`src/rtl/uart_pkg.sv`:
```
// Shared UART definitions: data width, receiver/transmitter FSM encoding and
// the baud divisor function so both ends derive the same tick rate.
package uart_pkg;

    localparam int DATA_W = 8;

    localparam logic [2:0] ST_IDLE      = 3'd0;
    localparam logic [2:0] ST_START     = 3'd1;
    localparam logic [2:0] ST_DATA      = 3'd2;
    localparam logic [2:0] ST_PARITY    = 3'd3;
    localparam logic [2:0] ST_STOP      = 3'd4;
    localparam logic [2:0] ST_WAIT_HIGH = 3'd5;

    function automatic int calc_div(input int clk_hz, input int baud, input int oversample);
        int d;
        d = clk_hz / (baud * oversample);
        return (d < 1) ? 1 : d;
    endfunction

endpackage

```
`src/rtl/uart_rx_if.sv`:
```
// Byte-side view of the UART receiver: serial line in, byte and status pulses out.
interface uart_rx_if;
    import uart_pkg::*;

    logic              rxd;
    logic [DATA_W-1:0] data_out;
    logic              data_valid;
    logic              frame_err;
    logic              parity_err;

    modport master (output rxd, input data_out, data_valid, frame_err, parity_err);
    modport slave  (input rxd, output data_out, data_valid, frame_err, parity_err);

endinterface

```
`src/rtl/uart_baud_tick.sv`:
```
// Oversample tick divider: one tick every DIV clocks, restartable via clr so
// the caller can align the tick grid to an external event.
module uart_baud_tick #(
    parameter int DIV = 1
) (
    input  logic clk,
    input  logic rst,
    input  logic clr,
    output logic tick
);
    localparam int CW = (DIV > 1) ? $clog2(DIV) : 1;

    logic [CW-1:0] cnt;

    assign tick = (cnt == CW'(DIV - 1));

    always_ff @(posedge clk or posedge rst) begin
        if (rst)
            cnt <= '0;
        else if (clr || tick)
            cnt <= '0;
        else
            cnt <= cnt + 1'b1;
    end

endmodule

```
`src/rtl/uart_rx.sv`:
```
// UART receiver, 8N1; define UART_RX_PARITY_EN for 8E1 (even parity checked).
// Samples each bit at its middle and re-arms at the stop-bit middle.
module uart_rx
    import uart_pkg::*;
#(
    parameter int CLK_HZ     = 50000000,
    parameter int BAUD       = 9600,
    parameter int OVERSAMPLE = 16
) (
    input  logic     clk,
    input  logic     rst,
    uart_rx_if.slave bus
);
    localparam int DIV = calc_div(CLK_HZ, BAUD, OVERSAMPLE);
    localparam int PW  = $clog2(OVERSAMPLE);
    localparam int BW  = $clog2(DATA_W);
    localparam logic [PW-1:0] MID_PH   = PW'(OVERSAMPLE / 2 - 1);
    localparam logic [PW-1:0] LAST_PH  = PW'(OVERSAMPLE - 1);
    localparam logic [BW-1:0] LAST_BIT = BW'(DATA_W - 1);
`ifdef UART_RX_PARITY_EN
    localparam logic [2:0] ST_AFTER_DATA = ST_PARITY;
`else
    localparam logic [2:0] ST_AFTER_DATA = ST_STOP;
`endif

    logic              sync1, sync2, line_q;
    logic [2:0]        state;
    logic [PW-1:0]     phase;
    logic [BW-1:0]     bit_cnt;
    logic [DATA_W-1:0] shreg, data_q;
    logic              valid_q, ferr_q;
    logic              tick, fall, mid, start_clr;
`ifdef UART_RX_PARITY_EN
    logic              par_bad, perr_q;
`endif

    assign fall      = line_q & ~sync2;
    assign start_clr = (state == ST_IDLE) && fall;
    assign mid       = tick && (phase == MID_PH);

    uart_baud_tick #(.DIV(DIV)) u_tick (
        .clk  (clk),
        .rst  (rst),
        .clr  (start_clr),
        .tick (tick)
    );

    // line_q is the edge-detect history behind the two synchronizer flops
    always_ff @(posedge clk or posedge rst) begin
        if (rst)
            {sync1, sync2, line_q} <= 3'b111;
        else
            {sync1, sync2, line_q} <= {bus.rxd, sync1, sync2};
    end

    always_ff @(posedge clk or posedge rst) begin
        if (rst) begin
            state   <= ST_IDLE;
            phase   <= '0;
            bit_cnt <= '0;
            shreg   <= '0;
            data_q  <= '0;
            valid_q <= 1'b0;
            ferr_q  <= 1'b0;
`ifdef UART_RX_PARITY_EN
            par_bad <= 1'b0;
            perr_q  <= 1'b0;
`endif
        end else begin
            valid_q <= 1'b0;
            ferr_q  <= 1'b0;
`ifdef UART_RX_PARITY_EN
            perr_q  <= 1'b0;
`endif
            if (tick)
                phase <= (phase == LAST_PH) ? '0 : phase + 1'b1;
            case (state)
                ST_IDLE:
                    if (fall) begin
                        state <= ST_START;
                        phase <= '0;
                    end
                ST_START:
                    if (mid) begin
                        state   <= sync2 ? ST_IDLE : ST_DATA;
                        bit_cnt <= '0;
                    end
                ST_DATA:
                    if (mid) begin
                        shreg   <= {sync2, shreg[DATA_W-1:1]};
                        bit_cnt <= bit_cnt + 1'b1;
                        if (bit_cnt == LAST_BIT)
                            state <= ST_AFTER_DATA;
                    end
`ifdef UART_RX_PARITY_EN
                ST_PARITY:
                    if (mid) begin
                        par_bad <= sync2 ^ (^shreg);
                        state   <= ST_STOP;
                    end
`endif
                // framing beats parity when both are wrong
                ST_STOP:
                    if (mid) begin
                        if (!sync2) begin
                            ferr_q <= 1'b1;
                            state  <= ST_WAIT_HIGH;
                        end
`ifdef UART_RX_PARITY_EN
                        else if (par_bad) begin
                            perr_q <= 1'b1;
                            state  <= ST_IDLE;
                        end
`endif
                        else begin
                            data_q  <= shreg;
                            valid_q <= 1'b1;
                            state   <= ST_IDLE;
                        end
                    end
                ST_WAIT_HIGH:
                    if (sync2)
                        state <= ST_IDLE;
                default:
                    state <= ST_IDLE;
            endcase
        end
    end

    assign bus.data_out   = data_q;
    assign bus.data_valid = valid_q;
    assign bus.frame_err  = ferr_q;
`ifdef UART_RX_PARITY_EN
    assign bus.parity_err = perr_q;
`else
    assign bus.parity_err = 1'b0;
`endif

endmodule

```
`src/flat_wrapper.sv`:
```
// flat-port wrapper written by rule: the top's interface ports become plain ports
module uart_rx_flat import uart_pkg::*;
#(
    parameter int CLK_HZ     = 50000000,
    parameter int BAUD       = 9600,
    parameter int OVERSAMPLE = 16
)
  (clk, rst, bus_rxd, bus_data_out, bus_data_valid, bus_frame_err, bus_parity_err);
  uart_rx_if bus_i ();
  input  logic clk;
  input  logic rst;
  input wire logic [$bits(bus_i.rxd)-1:0] bus_rxd;
  output wire logic [$bits(bus_i.data_out)-1:0] bus_data_out;
  output wire logic [$bits(bus_i.data_valid)-1:0] bus_data_valid;
  output wire logic [$bits(bus_i.frame_err)-1:0] bus_frame_err;
  output wire logic [$bits(bus_i.parity_err)-1:0] bus_parity_err;
  assign bus_i.rxd = bus_rxd;
  assign bus_data_out = bus_i.data_out;
  assign bus_data_valid = bus_i.data_valid;
  assign bus_frame_err = bus_i.frame_err;
  assign bus_parity_err = bus_i.parity_err;
  uart_rx #(.CLK_HZ(CLK_HZ), .BAUD(BAUD), .OVERSAMPLE(OVERSAMPLE)) u_core (.clk(clk), .rst(rst), .bus(bus_i));
endmodule
```
`config.mk`:
```
export PLATFORM = sky130hd
export DESIGN_NAME = uart_rx_flat
export DESIGN_NICKNAME = d
export VERILOG_FILES = /design/src/rtl/uart_pkg.sv /design/src/rtl/uart_rx_if.sv /design/src/rtl/uart_baud_tick.sv /design/src/rtl/uart_rx.sv /design/src/flat_wrapper.sv
export SDC_FILE = /design/constraint.sdc
export NUM_CORES = 1
export LEC_CHECK = 0
export ABC_AREA = 1
export CAP_MARGIN = 20
export CORE_MARGIN = 5
export CORE_UTILIZATION = 52
export CTS_CLUSTER_DIAMETER = 200
export CTS_CLUSTER_SIZE = 10
export DETAILED_ROUTE_END_ITERATION = 10
export GPL_TIMING_DRIVEN = 0
export PLACE_DENSITY_LB_ADDON = 0.08
export SYNTH_ARGS = -nofsm -noshare
export SYNTH_HDL_FRONTEND = slang
export SYNTH_SLANG_ARGS = --single-unit
```
`constraint.sdc`:
```
create_clock -name clk -period 1.6 [get_ports clk]
set_clock_uncertainty 0.2 [all_clocks]
set_input_delay 0.4 -clock clk [delete_from_list [all_inputs] [get_ports clk]]
set_output_delay 0.4 -clock clk [all_outputs]
set_load 0.1 [all_outputs]
```
== Yosys cells after proc, flatten, opt, wreduce, memory -nomap -nowiden ==
Index checks and enable logic that the tools add are counted.
Storage, ports and cells
  register bits after elaboration: 40
  output and inout port bits: 11
  input bits: 3
  ROM bits: 0
  memory bits (writable): 0
  latch bits: 0
  memories: 0
  word-level logic and storage cells: 62
Cells by class
  multiply operators: 0
  shift-type cells: 0
  div/mod/pow operators: 0
  add/sub/neg operators: 3
  reductions and logical operators: 9
  muxes and demuxes: 23
  equality and inequality tests: 14
  bitwise gates (word level): 2
  order comparisons: 0
Operator list (count)
  $mux 3: 9
  $mux 4: 4
  $pmux 3 s5: 1
  $ne 2x1->1 const B: 6
  $add 9x1->9 const B: 1
  $eq 3x3->1 const B: 3
  $eq 9x9->1 const B: 1
  $mux 9: 1
  $mux 1: 6
  $pmux 3 s2: 1
  $reduce_and 3->1: 2
  $reduce_and 6->1: 1
  $add 4x1->4 const B: 1
  $eq 4x3->1 const B: 1
  $eq 4x4->1 const B: 1
  $add 3x1->3 const B: 1
  $eq 3x1->1 const B: 1
  $eq 3x2->1 const B: 1
  $logic_not 3->1: 1
  $logic_and 1x1->1: 2
  $mux 2: 1
  $reduce_and 2->1: 1
  $reduce_bool 2->1: 1
  $and 1x1->1: 1
  other kinds (2): 2

== Logic depth before layout (Yosys ltp) ==
  depth in word-level cells: 5
  depth in mapped cells: 9
  gate-level depth less buffers: 9

== By module ==
From an unflattened synthesis, not the netlist that was laid out.
Second synthesis, totals
  cell total of the unflattened synthesis: 224
  area total of the unflattened synthesis: 1960.6 um^2
Modules (own cells, without submodules)
  uart_rx: instances 1, area each 1400.1 um^2, sequential area each 779.5 um^2, cells each 148
  uart_baud_tick: instances 1, area each 560.5 um^2, sequential area each 225.2 um^2, cells each 76

== Least setup slack after synthesis ==
OpenSTA, ideal clock, no wires.
  path kind: register -> register
  start: register u_core.u_tick.cnt[0]
  end: register u_core.data_q[0] (netlist: u_core.bus.data_out[0])
  data required time: 1.280 ns
  setup slack: 0.037 ns
  data arrival time: 1.243 ns
  cell stages (with the launch flop): 8
  buffers on the path: 0
  library setup time: 0.120 ns
  period minus slack after synthesis: 1.563 ns
  path through: dfrtp_1 > inv_1 > ha_1 > nand4_1 > nor2_4 > nand4_4 > nand2_1 > nand2_1
Between the ends
  cells in the longest elaborated chain, start to end: 3
Ends and longest elaborated chain
  start, declared: line uart_baud_tick.sv:13  | logic [CW-1:0] cnt;
  start signal, assigned: line uart_baud_tick.sv:23  | cnt <= cnt + 1'b1;
  $eq 9x9->1: line uart_baud_tick.sv:15  | assign tick = (cnt == CW'(DIV - 1));
  $logic_and 1x1->1: line uart_rx.sv:39  | assign mid = tick && (phase == MID_PH);
  $reduce_and 3->1 (no source line)
  end signal, assigned: line uart_rx.sv:116  | data_q <= shreg;
  end, declared: line uart_rx.sv:30  | logic [DATA_W-1:0] shreg, data_q;
No other way between the ends.
A chain may end at the register's enable or synchronous reset.

== Worst setup path after layout ==
  start: register u_core.u_tick.cnt[0]
  end: register u_core.u_tick.cnt[3]
Between the ends
  cells in the longest elaborated chain, start to end: 3
  elaborated cells on any way between the ends: 4
  classes of those cells: add/sub (1); eq/ne (1); mux (1); reduce/logical (1)
Ends and longest elaborated chain
  branches (longest 2 deep; another with $add 9x1->9)
  $mux 9 *: line uart_baud_tick.sv:20  | else if (clr || tick)
Every way passes the cells marked *.

==> impl_metrics.csv <==
group,metric,value,unit
run_status,outcome,"complete, but fails checks",
run_status,violations,"negative setup slack",
route,drcViolationCount,0,
worst_setup_path,worst-endpoint-required,1.57,ns
yosys,postSynthAreaPerCell,8.24,um^2
worst_setup_path,rr_worst_depth,9,
worst_setup_path,critical_path_cell_list,"inv_2 -> ha_4 -> nand2_4 -> nor3_4 -> nand2_2 -> buf_4 -> buf_6 -> nand2_8 -> nor3b_1",
worst_setup_path,worst-path-stages,9,
yosys,synthArstFlopShare,100,%
cells_and_area,seqCellArea,0.00101,mm^2
route,antenna_violating_nets_post_route,0,
run,timing.max_cap.violations,0,
timing,fmaxAchievable,582,MHz
grt,grt-ovfl-total,0,
power_and_ir_drop,power_density,1090,mW/mm^2
yosys,post_synth_inst_count,242,
worst_setup_path,worstPathBufferInverterCount,3,
placed_design,place_inst,302,
yosys,synth-edff-count,0,
grt,grt_antenna_before_repair,0,
clocking,later_pin_clock_latency_in_the_skew_report,0.29,ns
floorplanning,die-area,0.00517,mm^2
floorplanning,floorplan.initialDensity,54.0,%
placed_design,dp_slack,-0.476,ns
cells_and_area,n_fill_cell,313,
route,dr_total_vias,1693,
floorplanning,floorplan.rows,22,
clocking,tritoncts_clock_tree,"yes",
timing,final_max_slew_viol_count,0,
power_and_ir_drop,power,2.77,mW
placed_design,gp_congestion,0.866,
clocking,path_clk_slew,0.07,ns
yosys,synthesized_net_count,250,
hold_path,hold_path.class,"flip-flop to flip-flop",
timing,final_critical_path_setup_slack,-0.117,ns
yosys,cell_area_after_technology_mapping,0.00199,mm^2
route,wl_per_cell,13.5,um
placed_design,port_buffers,12,
grt,grt_use_total,18.3,%
worst_setup_path,setup.worst_path.class,"flip-flop to flip-flop",
route,drt-pass1-iter-count,4,
cells_and_area,layoutNonFillerInstCount,327,
worst_setup_path,arrival_time_at_the_worst_endpoint,1.69,ns
clocking,clockBufferDepth,2,
floorplanning,die_width,71.9,um
grt,largest_net_degree_at_the_start_of_global_routing,41,
clocking,cts_sinks,40,
placed_design,dp.final_hpwl,2660,um
yosys,ys_seq_area_share,50.4,%
route,drt-initial-drc-count,146,
worst_setup_path,timing.critical_path.from,"u_core.u_tick.cnt[0]",
power_and_ir_drop,cellLeakagePower,1.33,nW
power_and_ir_drop,max-vdd-ir-drop,981,uV
worst_setup_path,r2r-start,"u_core.u_tick.cnt[0]",
grt,first_global_vias,1574,
timing,final-setup-viol-count,25,
hold_path,worst_hold_path.num_cells,0,
yosys,synth_flop_cell,"sky130_fd_sc_hd__dfrtp_1",
yosys,ys_warn_count,0,
timing,report.final.hold_viol_count,0,
worst_setup_path,path_delay_family,"simple AND/OR/NAND/NOR gates",
clocking,hold_buffers,0,
floorplanning,design.core.area,0.00369,mm^2
clocking,cts_buffers,5,
worst_setup_path,worstSetupStartpointType,"flip-flop",
cells_and_area,final_net_count,286,
worst_setup_path,critPathMaxFanout,5,
worst_setup_path,worst_path_max_delay_cell,"sky130_fd_sc_hd__dfrtp_1",
grt,first_pass_grt_wire_length,7420,um
timing,actual_slew_at_the_worst_max_slew_pin,0.833,ns
clocking,h_tree_depth_reported_by_cts,2,
clocking,clock-root-buffer,"sky130_fd_sc_hd__clkbuf_8",
worst_setup_path,worst_path_largest_cell_delay,0.42,ns
floorplanning,ios,14,
worst_setup_path,crit_path_end_kind,"flip-flop",
cells_and_area,area_delta_synth_final,27.0,%
timing,finalCriticalPeriod,1.72,ns
hold_path,hold_path.startpoint,"u_core.sync1",
route,post_dr_vias_cell,5.18,
timing,timing.final.crit_share,107,%
yosys,synth.lib_cells_used.distinct,24,
timing,setup_repair_after_global_routing_missed_its_margin,"true",
timing,hold_slack,0.159,ns
yosys,ffs_latches_synth,40,
cells_and_area,multi_input_comb_area,0.00100,mm^2
route,wl,4410,um
floorplanning,chipHeight,71.9,um
timing,slew_headroom,44.4,%
timing,setup-tns-final,-2.03,ns
cells_and_area,drive_gt1_share,28.7,%
cells_and_area,n_antenna_cell,0,
==> stage by stage <==
| stage | cell area (um^2) | util, % |
|---|---|---|
| 2_1_floorplan | 1990 | - |
| 3_3_place_gp | 2170 | 58.9 |
| 3_5_place_dp | 2170 | 58.9 |
| 4_1_cts | 2440 | 66.2 |
| 5_1_grt | 2530 | 68.6 |
| 6_report | 2530 | 68.6 |
==> routing by layer <==
metal	GRT usage (%)	wire, um	vias to the layer above
met5	0	0	-
met4	6.89	78	0
met3	4.29	171	9
met2	27.4	2050	27
met1	25.8	2110	803
li1	-	-	854
==> state kept, by name (all words and copies together) (netlist names) <==
register and count:
u_core.sync2 1, u_core.phase 4, u_core.line_q 1, u_core.bit_cnt 3
u_core.bus.data_valid 1, u_core.bus.data_out 8, u_core.u_tick.cnt 9, u_core.bus.frame_err 1
u_core.sync1 1, u_core.shreg 8, u_core.state 3
==> timing repair <==
action	CTS	global route
endpoints found under the setup margin	46	38
resized for setup	86	15
buffers inserted	10	4
pin swaps	13	10
gates cloned	2	1
==> placed cells by master, fill, tap and decap left out, types with 2 or more instances in the layout <==
cell type                         instances
sky130_fd_sc_hd__o21ai_0                  3
sky130_fd_sc_hd__ha_4                     3
sky130_fd_sc_hd__clkbuf_8                 6
sky130_fd_sc_hd__inv_2                    8
sky130_fd_sc_hd__dfstp_2                  3
sky130_fd_sc_hd__nor2_4                   5
sky130_fd_sc_hd__nor2_2                   7
sky130_fd_sc_hd__a21oi_1                  3
sky130_fd_sc_hd__nand2_1                 73
sky130_fd_sc_hd__nand3_2                  3
sky130_fd_sc_hd__clkdlybuf4s50_1          2
sky130_fd_sc_hd__nand3_1                 18
sky130_fd_sc_hd__dfrtp_1                 36
sky130_fd_sc_hd__nand4_1                 17
sky130_fd_sc_hd__nor3b_1                  3
sky130_fd_sc_hd__buf_4                   21
sky130_fd_sc_hd__nand4_4                  2
sky130_fd_sc_hd__nor2_1                  17
sky130_fd_sc_hd__nand2_2                  5
sky130_fd_sc_hd__inv_1                   19
sky130_fd_sc_hd__nand2_4                  3
sky130_fd_sc_hd__buf_6                    7
sky130_fd_sc_hd__ha_1                     2
==> kinds of logic after synthesis <==
group,Yosys count,synth area share [%]
compound gates,7,1.76
simple gates,155,36.8
fa+ha+maj,5,3.14
other cells,1,0.188
xor+xnor,2,0.879
flops,40,50.4
buf+inv,32,6.84
==> path summary, 6_finish.rpt <==
check | slack, ns | endpoint
setup / recovery | -0.12 | u_core.u_tick.cnt[3]
hold / removal | 0.16 | u_core.sync2
setup reg to reg | -0.12 | u_core.u_tick.cnt[3]
hold reg to reg | 0.16 | u_core.sync2
max in group asynchronous | 0.23 | u_core.u_tick.cnt[5]
min in group asynchronous | 0.39 | u_core.bus.data_valid
==> cells in the mapped netlist, types with 2 or more instances <==
| cell | n | area [um^2] |
|---|---|---|
| sky130_fd_sc_hd__nand2_1 | 78 | 293 |
| sky130_fd_sc_hd__nand3_1 | 21 | 105 |
| sky130_fd_sc_hd__nor2_2 | 4 | 25.0 |
| sky130_fd_sc_hd__nand2_2 | 3 | 18.8 |
| sky130_fd_sc_hd__nor3b_1 | 3 | 22.5 |
| sky130_fd_sc_hd__a21oi_1 | 3 | 15.0 |
| sky130_fd_sc_hd__ha_1 | 5 | 62.6 |
| sky130_fd_sc_hd__nor2_4 | 3 | 33.8 |
| sky130_fd_sc_hd__inv_2 | 4 | 15.0 |
| sky130_fd_sc_hd__buf_4 | 2 | 15.0 |
| sky130_fd_sc_hd__nor2_1 | 22 | 82.6 |
| sky130_fd_sc_hd__dfstp_2 | 3 | 78.8 |
| sky130_fd_sc_hd__nor3_2 | 2 | 20.0 |
| sky130_fd_sc_hd__inv_1 | 24 | 90.1 |
| sky130_fd_sc_hd__nand4_1 | 17 | 106 |
| sky130_fd_sc_hd__dfrtp_1 | 37 | 926 |
| sky130_fd_sc_hd__o21ai_0 | 4 | 20.0 |
==> final cells by class <==
type	instances	share of cell area [%]
clock buffers	7	3.41
clock inverters	1	0.297
well taps	48	2.37
inverters	28	4.25
multi-input cells	172	39.6
repair buffers	27	9.10
plain buffers	4	1.24
flip-flops and latches	40	39.7
==> power by group <==
| part | switching, mW | total, mW | internal (mW) |
|---|---|---|---|
| clock network | 0.345 | 0.695 | 0.350 |
| registers | 0.0948 | 1.21 | 1.11 |
| logic | 0.535 | 0.868 | 0.333 |
Power figures use the tool's default switching activity.
